--- src/rtl/tone_pkg.sv ---
// tone_pkg: shared scale constants, enums and helpers for the buzzer tone generator and decoder
package tone_pkg;
   localparam int NUM_NOTES = 8;
   // generator divider values: mid do, re, mi, fa, so, la, ti, high do
   localparam logic [19:0] DIV_TBL [NUM_NOTES] = '{
      20'd47774, 20'd42568, 20'd37919, 20'd35791,
      20'd31888, 20'd28409, 20'd25309, 20'd23889
   };
   typedef enum logic [3:0] {
      NOTE_DO_M, NOTE_RE_M, NOTE_MI_M, NOTE_FA_M,
      NOTE_SO_M, NOTE_LA_M, NOTE_TI_M, NOTE_DO_H, NOTE_NONE
   } note_e;
   typedef enum logic [1:0] {ST_IDLE, ST_ACQUIRE, ST_LOCKED} state_e;
   // the generator toggles its output every divider+1 cycles
   function automatic logic [19:0] half_period(input logic [2:0] idx);
      return DIV_TBL[idx] + 20'd1;
   endfunction
   function automatic logic [7:0] note_onehot(input note_e n);
      return (n == NOTE_NONE) ? 8'd0 : 8'd1 << n;
   endfunction
endpackage

--- src/rtl/tone_decoder_if.sv ---
// tone_decoder_if: tone input and detected-note outputs of the tone decoder
//   TONE_IN  : square-wave tone line into the decoder
//   NOTE     : one-hot detected note, bit0 = mid do .. bit7 = high do, 0 = none
//   VALID    : high while locked
//   NOTE_STB : one-cycle pulse when NOTE takes a new non-zero value
//   master = decoder side, slave = consumer / stimulus side
interface tone_decoder_if;
   logic       TONE_IN;
   logic [7:0] NOTE;
   logic       VALID;
   logic       NOTE_STB;
   modport master (input TONE_IN, output NOTE, VALID, NOTE_STB);
   modport slave (output TONE_IN, input NOTE, VALID, NOTE_STB);
endinterface

--- src/rtl/tone_edge_sync.sv ---
// tone_edge_sync: 2-FF synchroniser plus delay flop; pulses on both tone polarities
//   CLK_50M, RST : clock, synchronous active-high reset
//   tone_in      : asynchronous tone pin
//   edge_pulse   : one-cycle pulse, 3 cycles after the pin changes
module tone_edge_sync (
   input  logic CLK_50M,
   input  logic RST,
   input  logic tone_in,
   output logic edge_pulse
);
   logic sync_1, sync_2, dly;
   always_ff @(posedge CLK_50M)
      if (RST) {sync_1, sync_2, dly} <= 3'b000;
      else {sync_1, sync_2, dly} <= {tone_in, sync_1, sync_2};
   assign edge_pulse = sync_2 ^ dly;
endmodule

--- src/rtl/tone_decoder.sv ---
// tone_decoder: measures tone half-periods and locks onto one of eight scale notes
//   CLK_50M, RST : 50 MHz clock, synchronous active-high reset
//   bus          : tone_decoder_if.master (TONE_IN in; NOTE, VALID, NOTE_STB out)
//   TONE_DEC_GLITCH_FILTER_EN : when defined, edges closer than GLITCH_CYC to the
//                               previous accepted edge are ignored
module tone_decoder
   import tone_pkg::*;
#(
   parameter int TOL        = 500,
   parameter int LOCK_CNT   = 4,
   parameter int TIMEOUT    = 100000,
   parameter int GLITCH_CYC = 1000
) (
   input logic            CLK_50M,
   input logic            RST,
   tone_decoder_if.master bus
);
`ifdef TONE_DEC_GLITCH_FILTER_EN
   localparam bit GLITCH_EN = 1'b1;
`else
   localparam bit GLITCH_EN = 1'b0;
`endif
   state_e      state;
   note_e       cand, meas_note;
   logic [7:0]  match_cnt, next_cnt, note;
   logic [19:0] cnt;
   logic [20:0] diff;
   logic        edge_pulse, accept, timeout, have_edge, valid, note_stb;
   tone_edge_sync u_edge (
      .CLK_50M    (CLK_50M),
      .RST        (RST),
      .tone_in    (bus.TONE_IN),
      .edge_pulse (edge_pulse)
   );
   // the first edge after idle is always taken, it only opens the measurement
   assign accept   = edge_pulse && (!GLITCH_EN || !have_edge || cnt >= 20'(GLITCH_CYC));
   assign timeout  = cnt == 20'(TIMEOUT) && !accept;
   assign next_cnt = (meas_note == cand) ? match_cnt + 8'd1 : 8'd1;
   // TOL stays under half the smallest table gap, so at most one entry matches
   always_comb begin
      meas_note = NOTE_NONE;
      diff      = '0;
      for (int i = 0; i < NUM_NOTES; i++) begin
         diff = {1'b0, cnt} - {1'b0, half_period(3'(i))};
         if (diff[20]) diff = -diff;
         if (diff <= 21'(TOL)) meas_note = note_e'(4'(i));
      end
   end
   always_ff @(posedge CLK_50M)
      if (RST) cnt <= '0;
      else if (accept) cnt <= 20'd1;
      else if (cnt != 20'(TIMEOUT)) cnt <= cnt + 20'd1;
   always_ff @(posedge CLK_50M)
      if (RST) begin
         state     <= ST_IDLE;
         cand      <= NOTE_NONE;
         match_cnt <= '0;
         have_edge <= 1'b0;
         note      <= '0;
         valid     <= 1'b0;
         note_stb  <= 1'b0;
      end else begin
         note_stb <= 1'b0;
         if (timeout) begin
            state     <= ST_IDLE;
            have_edge <= 1'b0;
            match_cnt <= '0;
            note      <= '0;
            valid     <= 1'b0;
         end else if (accept)
            case (state)
               ST_IDLE: begin
                  state     <= ST_ACQUIRE;
                  have_edge <= 1'b1;
               end
               ST_ACQUIRE:
                  if (meas_note == NOTE_NONE) match_cnt <= '0;
                  else begin
                     cand      <= meas_note;
                     match_cnt <= next_cnt;
                     if (next_cnt >= 8'(LOCK_CNT)) begin
                        state    <= ST_LOCKED;
                        note     <= note_onehot(meas_note);
                        valid    <= 1'b1;
                        note_stb <= 1'b1;
                     end
                  end
               default:
                  if (meas_note != cand) begin
                     state     <= ST_ACQUIRE;
                     note      <= '0;
                     valid     <= 1'b0;
                     cand      <= meas_note;
                     match_cnt <= (meas_note == NOTE_NONE) ? 8'd0 : 8'd1;
                  end
            endcase
      end
   assign bus.NOTE     = note;
   assign bus.VALID    = valid;
   assign bus.NOTE_STB = note_stb;
endmodule

--- src/flat_wrapper.sv ---
// flat-port wrapper written by rule: the top's interface ports become plain ports
module tone_decoder_flat import tone_pkg::*;
#(
   parameter int TOL        = 500,
   parameter int LOCK_CNT   = 4,
   parameter int TIMEOUT    = 100000,
   parameter int GLITCH_CYC = 1000
)
  (CLK_50M, RST, bus_TONE_IN, bus_NOTE, bus_VALID, bus_NOTE_STB);
  tone_decoder_if bus_i ();
  input logic CLK_50M;
  input logic RST;
  input wire logic [$bits(bus_i.TONE_IN)-1:0] bus_TONE_IN;
  output wire logic [$bits(bus_i.NOTE)-1:0] bus_NOTE;
  output wire logic [$bits(bus_i.VALID)-1:0] bus_VALID;
  output wire logic [$bits(bus_i.NOTE_STB)-1:0] bus_NOTE_STB;
  assign bus_i.TONE_IN = bus_TONE_IN;
  assign bus_NOTE = bus_i.NOTE;
  assign bus_VALID = bus_i.VALID;
  assign bus_NOTE_STB = bus_i.NOTE_STB;
  tone_decoder #(.TOL(TOL), .LOCK_CNT(LOCK_CNT), .TIMEOUT(TIMEOUT), .GLITCH_CYC(GLITCH_CYC)) u_core (.CLK_50M(CLK_50M), .RST(RST), .bus(bus_i));
endmodule
--- config.mk ---
export PLATFORM = sky130hd
export DESIGN_NAME = tone_decoder_flat
export DESIGN_NICKNAME = d
export VERILOG_FILES = /design/src/rtl/tone_pkg.sv /design/src/rtl/tone_decoder_if.sv /design/src/rtl/tone_edge_sync.sv /design/src/rtl/tone_decoder.sv /design/src/flat_wrapper.sv
export SDC_FILE = /design/constraint.sdc
export NUM_CORES = 1
export LEC_CHECK = 0
export ABC_CLOCK_PERIOD_IN_PS = 4900
export BUFFER_PORTS_ARGS = -buffer_cell sky130_fd_sc_hd__buf_4
export CORE_MARGIN = 2
export CORE_UTILIZATION = 39
export CTS_CLUSTER_DIAMETER = 150
export DETAILED_ROUTE_END_ITERATION = 10
export GPL_ROUTABILITY_DRIVEN = 1
export SLEW_MARGIN = 10
export SYNTH_ARGS = -nofsm -noshare
export SYNTH_HDL_FRONTEND = slang
export SYNTH_SLANG_ARGS = --single-unit
--- constraint.sdc ---
create_clock -name CLK_50M -period 4.9 [get_ports CLK_50M]
set_input_delay 0.98 -clock CLK_50M [delete_from_list [all_inputs] [get_ports CLK_50M]]
set_output_delay 0.98 -clock CLK_50M [all_outputs]
set_load 0.02 [all_outputs]
# After elaboration in Yosys (flattened, before gate mapping)
# Index checks and enable logic that the tools add are counted.
# totals
register_bits,47
elab_cells,104
# classes
n_addsub,18
order_cmp,9
n_eq_ne,8
shifts,1
n_mux,39
bitwise,5
n_reduce_logical,13
# op_table
op,n
"less-or-equal comparator 21 x 9 -> 1 bit, second input constant",8
2-to-1 mux 21 bit,8
negation 21 bit,8
"subtractor 20 x 15 -> 21 bit, second input constant",4
"subtractor 20 x 16 -> 21 bit, second input constant",4
2-to-1 mux 8 bit,6
2-to-1 mux 4 bit,10
one-hot mux 8 bit (2 select lines),2
"adder 20 x 1 -> 20 bit, second input constant",1
"equality test 20 x 17 -> 1 bit, second input constant",1
"!= test 20 x 17 -> 1 bit, second input constant",1
AND reduction 5 bit,2
"adder 8 x 1 -> 8 bit, second input constant",1
">= comparator 8 x 3 -> 1 bit, second input constant",1
one-hot mux 4 bit (2 select lines),1
"left shift 1 x 4 -> 8 bit, first input constant",1
2-to-1 mux 1 bit,7
2-to-1 mux 2 bit,3
OR reduction 5 bit,1
equality test 4 bit,1
"equality test 4 bit, second input constant",1
!= test 4 bit,1
NOT 1 bit,4
one-hot mux 2 bit (2 select lines),1
13 further kinds,15

# Logic depth before layout (Yosys ltp)
# depth
ltp_word,18
mapped_depth,20
depth_no_buf,16

# Modules after synthesis
# From an unflattened synthesis, not the netlist that was laid out.
# unflattened
hier_cells,1363
hier_area_um2,9381.5
# by_module_without_submodules
mod,instances,cells_per_inst,area_per_inst_um2
tone_decoder,1,1356,9293.9
tone_edge_sync,1,7,87.6

# Worst setup path after synthesis
# OpenSTA, ideal clock, no wires.
# synth_path
kind,register to register
startpoint,register u_core.cnt[1]
endpoint,"register u_core.note[6], in the netlist u_core.bus.NOTE[6]"
arrival_time_ns,4.694
t_required_ns,4.841
slack_ns,0.147
path_stages_with_launch,21
path_buffers,4
period_less_slack_ns,4.753
path_cell_list,dfxtp_1 > buf_2 > buf_2 > inv_1 > ha_1 > nor2b_1 > buf_2 > xnor2_1 > nand3_1 > or4_4 > or4_1 > o211ai_2 > o311ai_1 > or2_1 > o211a_1 > a221oi_2 > o2bb2ai_2 > or4_1 > buf_6 > nor2_8 > a22o_1
# synth_between
elab_chain_len,17
# synth_rtl
element,line,source
start: declaration,tone_decoder.sv:26,logic [19:0] cnt;
start signal: assignment,tone_decoder.sv:52,else if (cnt != 20'(TIMEOUT)) cnt <= cnt + 20'd1;
subtractor 20 x 16 -> 21 bit,tone_decoder.sv:44,"diff = {1'b0, cnt} - {1'b0, half_period(3'(i))};"
negation 21 bit,tone_decoder.sv:45,if (diff[20]) diff = -diff;
2-to-1 mux 21 bit,tone_decoder.sv:45,
less-or-equal comparator 21 x 9 -> 1 bit,tone_decoder.sv:46,if (diff <= 21'(TOL)) meas_note = note_e'(4'(i));
2-to-1 mux 4 bit (8 in series),tone_decoder.sv:46,
equality test 4 bit,tone_decoder.sv:38,assign next_cnt = (meas_note == cand) ? match_cnt + 8'd1 : 8'd1;
2-to-1 mux 8 bit,tone_decoder.sv:38,
>= comparator 8 x 3 -> 1 bit,tone_decoder.sv:81,if (next_cnt >= 8'(LOCK_CNT)) begin
!= test 2 x 1 -> 1 bit (no line),n/a,
AND reduction 5 bit (no line),n/a,
end signal: assignment,tone_decoder.sv:83,note <= note_onehot(meas_note);
end: declaration,tone_decoder.sv:25,"logic [7:0] match_cnt, next_cnt, note;"
# Several ways; a longest one is shown, not always the timed one. The select of a mux whose other input is x is not followed.
# A chain may end at the register's enable or synchronous reset.

# Worst setup path after layout
# layout_path
startpoint,register u_core.cnt[5]
endpoint,"register u_core.note[5], in the netlist u_core.bus.NOTE[5]"
# Same word-level chain as after synthesis.

==> metrics.yaml <==
placed_design:
  io_buffers: 12
  gp_routability_congestion: 1.00
  post-dp-hpwl_um: 29900
  placedCellCount: 1715
global_route:
  gr-total-overflow: 0
  grt_pass1_wl_um: 59200
  grt_pass1_vias: 10200
  antenna_found_initial: 1
  grt_max_degree: 39
  grtUsageTotal: 0.306
yosys:
  synth_area_leaders: "dfxtp_1 (10%), xnor2_1 (9.5%), nor2_1 (4.7%)"
  post_synth_num_cell_types: 113
  postSynthNetCount: 1343
  synth_cells: 1321
  synth_area_per_cell_um2: 7.03
  synth-seq-cells: 47
  synth-edff-count: 0
  yosysTopAreaCell: "dfxtp_1"
  synthFlopType: "dfxtp_1"
  ys_warn_count: 0
  seq_area_frac_synth: 0.101
  syn_area_mm2: 0.00928
  yosysTopAreaCellShare: 0.101
  synthArstFlopShare: 0
setup_path:
  crit_type: "flip-flop to flip-flop"
  ff2ff_path_depth: 17
  rr_startpoint: "u_core.cnt[5]"
  critPathLaunchType: "flip-flop"
  crit_path_end: "u_core.bus.NOTE[5]"
  r2r_slack_ps: 110
  rr_endpoint: "u_core.bus.NOTE[5]"
  worst_ep_required_time_ps: 5160
  endpoint_kind: "flip-flop"
  crit_path_max_fanout: 9
  worstPathArrival_ps: 5040
  crit_start: "u_core.cnt[5]"
clock_tree:
  cts_buffers: 5
  cts_root_buf: "clkbuf_16"
  clk_latency_ps: 320
  path_clk_slew_ps: 90
  h-tree-depth: 2
  cts_tree: "yes"
  cts_sinks: 47
  cts_buffer_depth: 2
floorplanning:
  start_util: 0.397
  die_area_mm2: 0.0250
  core_area_mm2: 0.0234
  io_pins: 13
  die_w_um: 158
  die_h_um: 158
  rows: 56
cells_and_area:
  antenna_cells: 0
  final_cells: 1726
  final_util: 0.468
  nFillCells: 2464
  syn_to_final_growth_pct: 18.0
  fin_nets: 1428
  final_layout_size_suffix_gt1_frac: 0.226
timing:
  fin_skew_ps: 12.1
  period_minus_slack_ps: 4790
  fin_tns_setup_ps: 0
  fin_hold_ws_ps: 456
  worst_pin_slew_ps: 903
  fmax_ghz: 0.209
  maxSlewViolCount: 0
  slew_headroom: 0.393
  hold_viol: 0
  setup_violations: 0
  fin_crit_sh: 0.977
job:
  cap_viol_max_count: 0
route:
  vias: 11100
  drtAntennaViolNets: 0
  wl_um: 38800
  dr.pass1.iters: 5
  wl_per_cell_um: 22.5
  drtIter0Drc: 1128
  drc: 0
  viasPerCell: 6.44
status:
  status: "finished, final reports clean"
power_and_ir_drop:
  leakage_nw: 4.16
  p_total_mw: 1.03
  power_density_mw_per_mm2: 94.5
  peakVddDrop_v: 0.000127
hold_path:
  holdCritPathClass: "flip-flop to flip-flop"
[synthesized netlist by cell type (all sizes together), types with 10 or more instances]
cell	n
a211oi	16
a21o	13
a21oi	78
a31oi	27
and2	17
and3	18
buf	72
clkbuf	28
dfxtp	47
ha	19
inv	29
mux2i	20
nand2	113
nand2b	21
nand3	55
nand4	29
nor2	121
nor2b	25
nor3	58
nor3b	11
nor4	22
o211ai	17
o21ai	85
o22ai	10
o311ai	10
o31ai	14
or2	17
or3	14
or4	16
xnor2	105
xor2	23
[cells in the final DEF, fill, tap and decap left out, drive strengths merged, types with 7 or more instances in the layout]
master	n
or2	17
nand2b	21
or3	14
a211oi	16
o211ai	17
or4	16
ha	19
nor2	121
a22o	7
xnor2	105
nor3	58
nor4	22
nor2b	25
nand3	55
and3	18
dfxtp	47
a41oi	9
a2111oi	9
mux2i	20
xor2	23
inv	31
and4	7
a21o	13
o21ai	85
and3b	7
o22ai	10
nand4	29
nand2	113
o31ai	14
a21oi	78
buf	178
a21boi	8
a31oi	27
and2	17
nor3b	11
a211o	8
o2111ai	7
o311ai	10
[stage by stage]
step                cell area, µm²  worst slack (ps)
floorplan                     9280               147
global placement             10500              15.5
detailed placement           10500             -89.6
CTS                          10600              1.44
global route                 11000             -44.1
finish                       11000               114
[power breakdown]
| group | internal, mW | switching, mW | leakage (nW) | total (mW) |
|---|---|---|---|---|
| clock | 0.196 | 0.199 | 0.0723 | 0.395 |
| combinational | 0.0921 | 0.162 | 3.71 | 0.254 |
| sequential | 0.384 | 0.00253 | 0.384 | 0.386 |
[per-layer routing]
metal | share of wire | track usage | wire length, µm | vias to the layer above
met2 | 0.46 | 0.501 | 17900 | 585
met3 | 0.090 | 0.0427 | 3500 | 118
li1 | - | - | - | 5131
met5 | 0.00034 | 0 | 13 | -
met1 | 0.40 | 0.398 | 15600 | 5281
met4 | 0.047 | 0.144 | 1830 | 2
[state kept, by name (all words and copies together) (netlist names)]
name                  flops
u_core.u_edge.sync_2      1
u_core.match_cnt          8
u_core.cand               4
u_core.state              2
u_core.cnt               20
u_core.u_edge.dly         1
u_core.u_edge.sync_1      1
u_core.bus.NOTE_STB       1
u_core.bus.VALID          1
u_core.bus.NOTE           8
[final cells by class]
type                    count  area (µm²)  area share
well taps                 319         399      0.0364
clock buffers               5         125      0.0114
multi-input cells        1142        7940       0.725
repair buffers            178        1380       0.126
inverters                  32         123      0.0112
flip-flops and latches     47         956      0.0873
clock inverters             3        27.5     0.00251
[worst max-delay path, cell delays in order, from the launching register on]
cell       delay [ps]
dfxtp_1           410
inv_4             100
ha_2              250
a41oi_1           490
nor2_1            140
a32oi_2           410
o311ai_2          170
xnor2_1           160
a311o_1           330
and4b_2           420
a31oi_2            90
xnor2_1           170
or4_4             450
o2bb2ai_2         150
or4_1             540
buf_4             190
nor2_8            120
a22o_1            130
[cell families (layout without fill, tap and decap cells)]
group                      after synthesis  after routing  share of synthesized area
xor gates and xnor gates               128            128                      0.125
DFF                                     47             47                      0.101
adders and majority gates               20             20                     0.0267
buffers and inverters                  132            218                     0.0732
and+or+nand+nor                        575            575                      0.338
muxes                                   23             23                     0.0252
AOI/OAI and AO/OA                      396            396                      0.310
[timing repair]
action	CTS	global route
endpoints found under the setup margin	10	23
gates resized for setup	5	61
hold buffers	0	0
setup buffers	0	3
pin swaps	0	6
[worst min-delay path by stage]
stage                          from  slack (ps)                   end  cells after the start
6_report       u_core.u_edge.sync_1         460  u_core.u_edge.sync_2                      1
5_1_grt        u_core.u_edge.sync_1         470  u_core.u_edge.sync_2                      1
4_1_cts        u_core.u_edge.sync_1         460  u_core.u_edge.sync_2                      1
3_5_place_dp   u_core.u_edge.sync_1         440  u_core.u_edge.sync_2                      1
3_3_place_gp   u_core.u_edge.sync_1         440  u_core.u_edge.sync_2                      1
2_1_floorplan  u_core.u_edge.sync_1         410  u_core.u_edge.sync_2                      1
(Power assumes the default switching activity.)
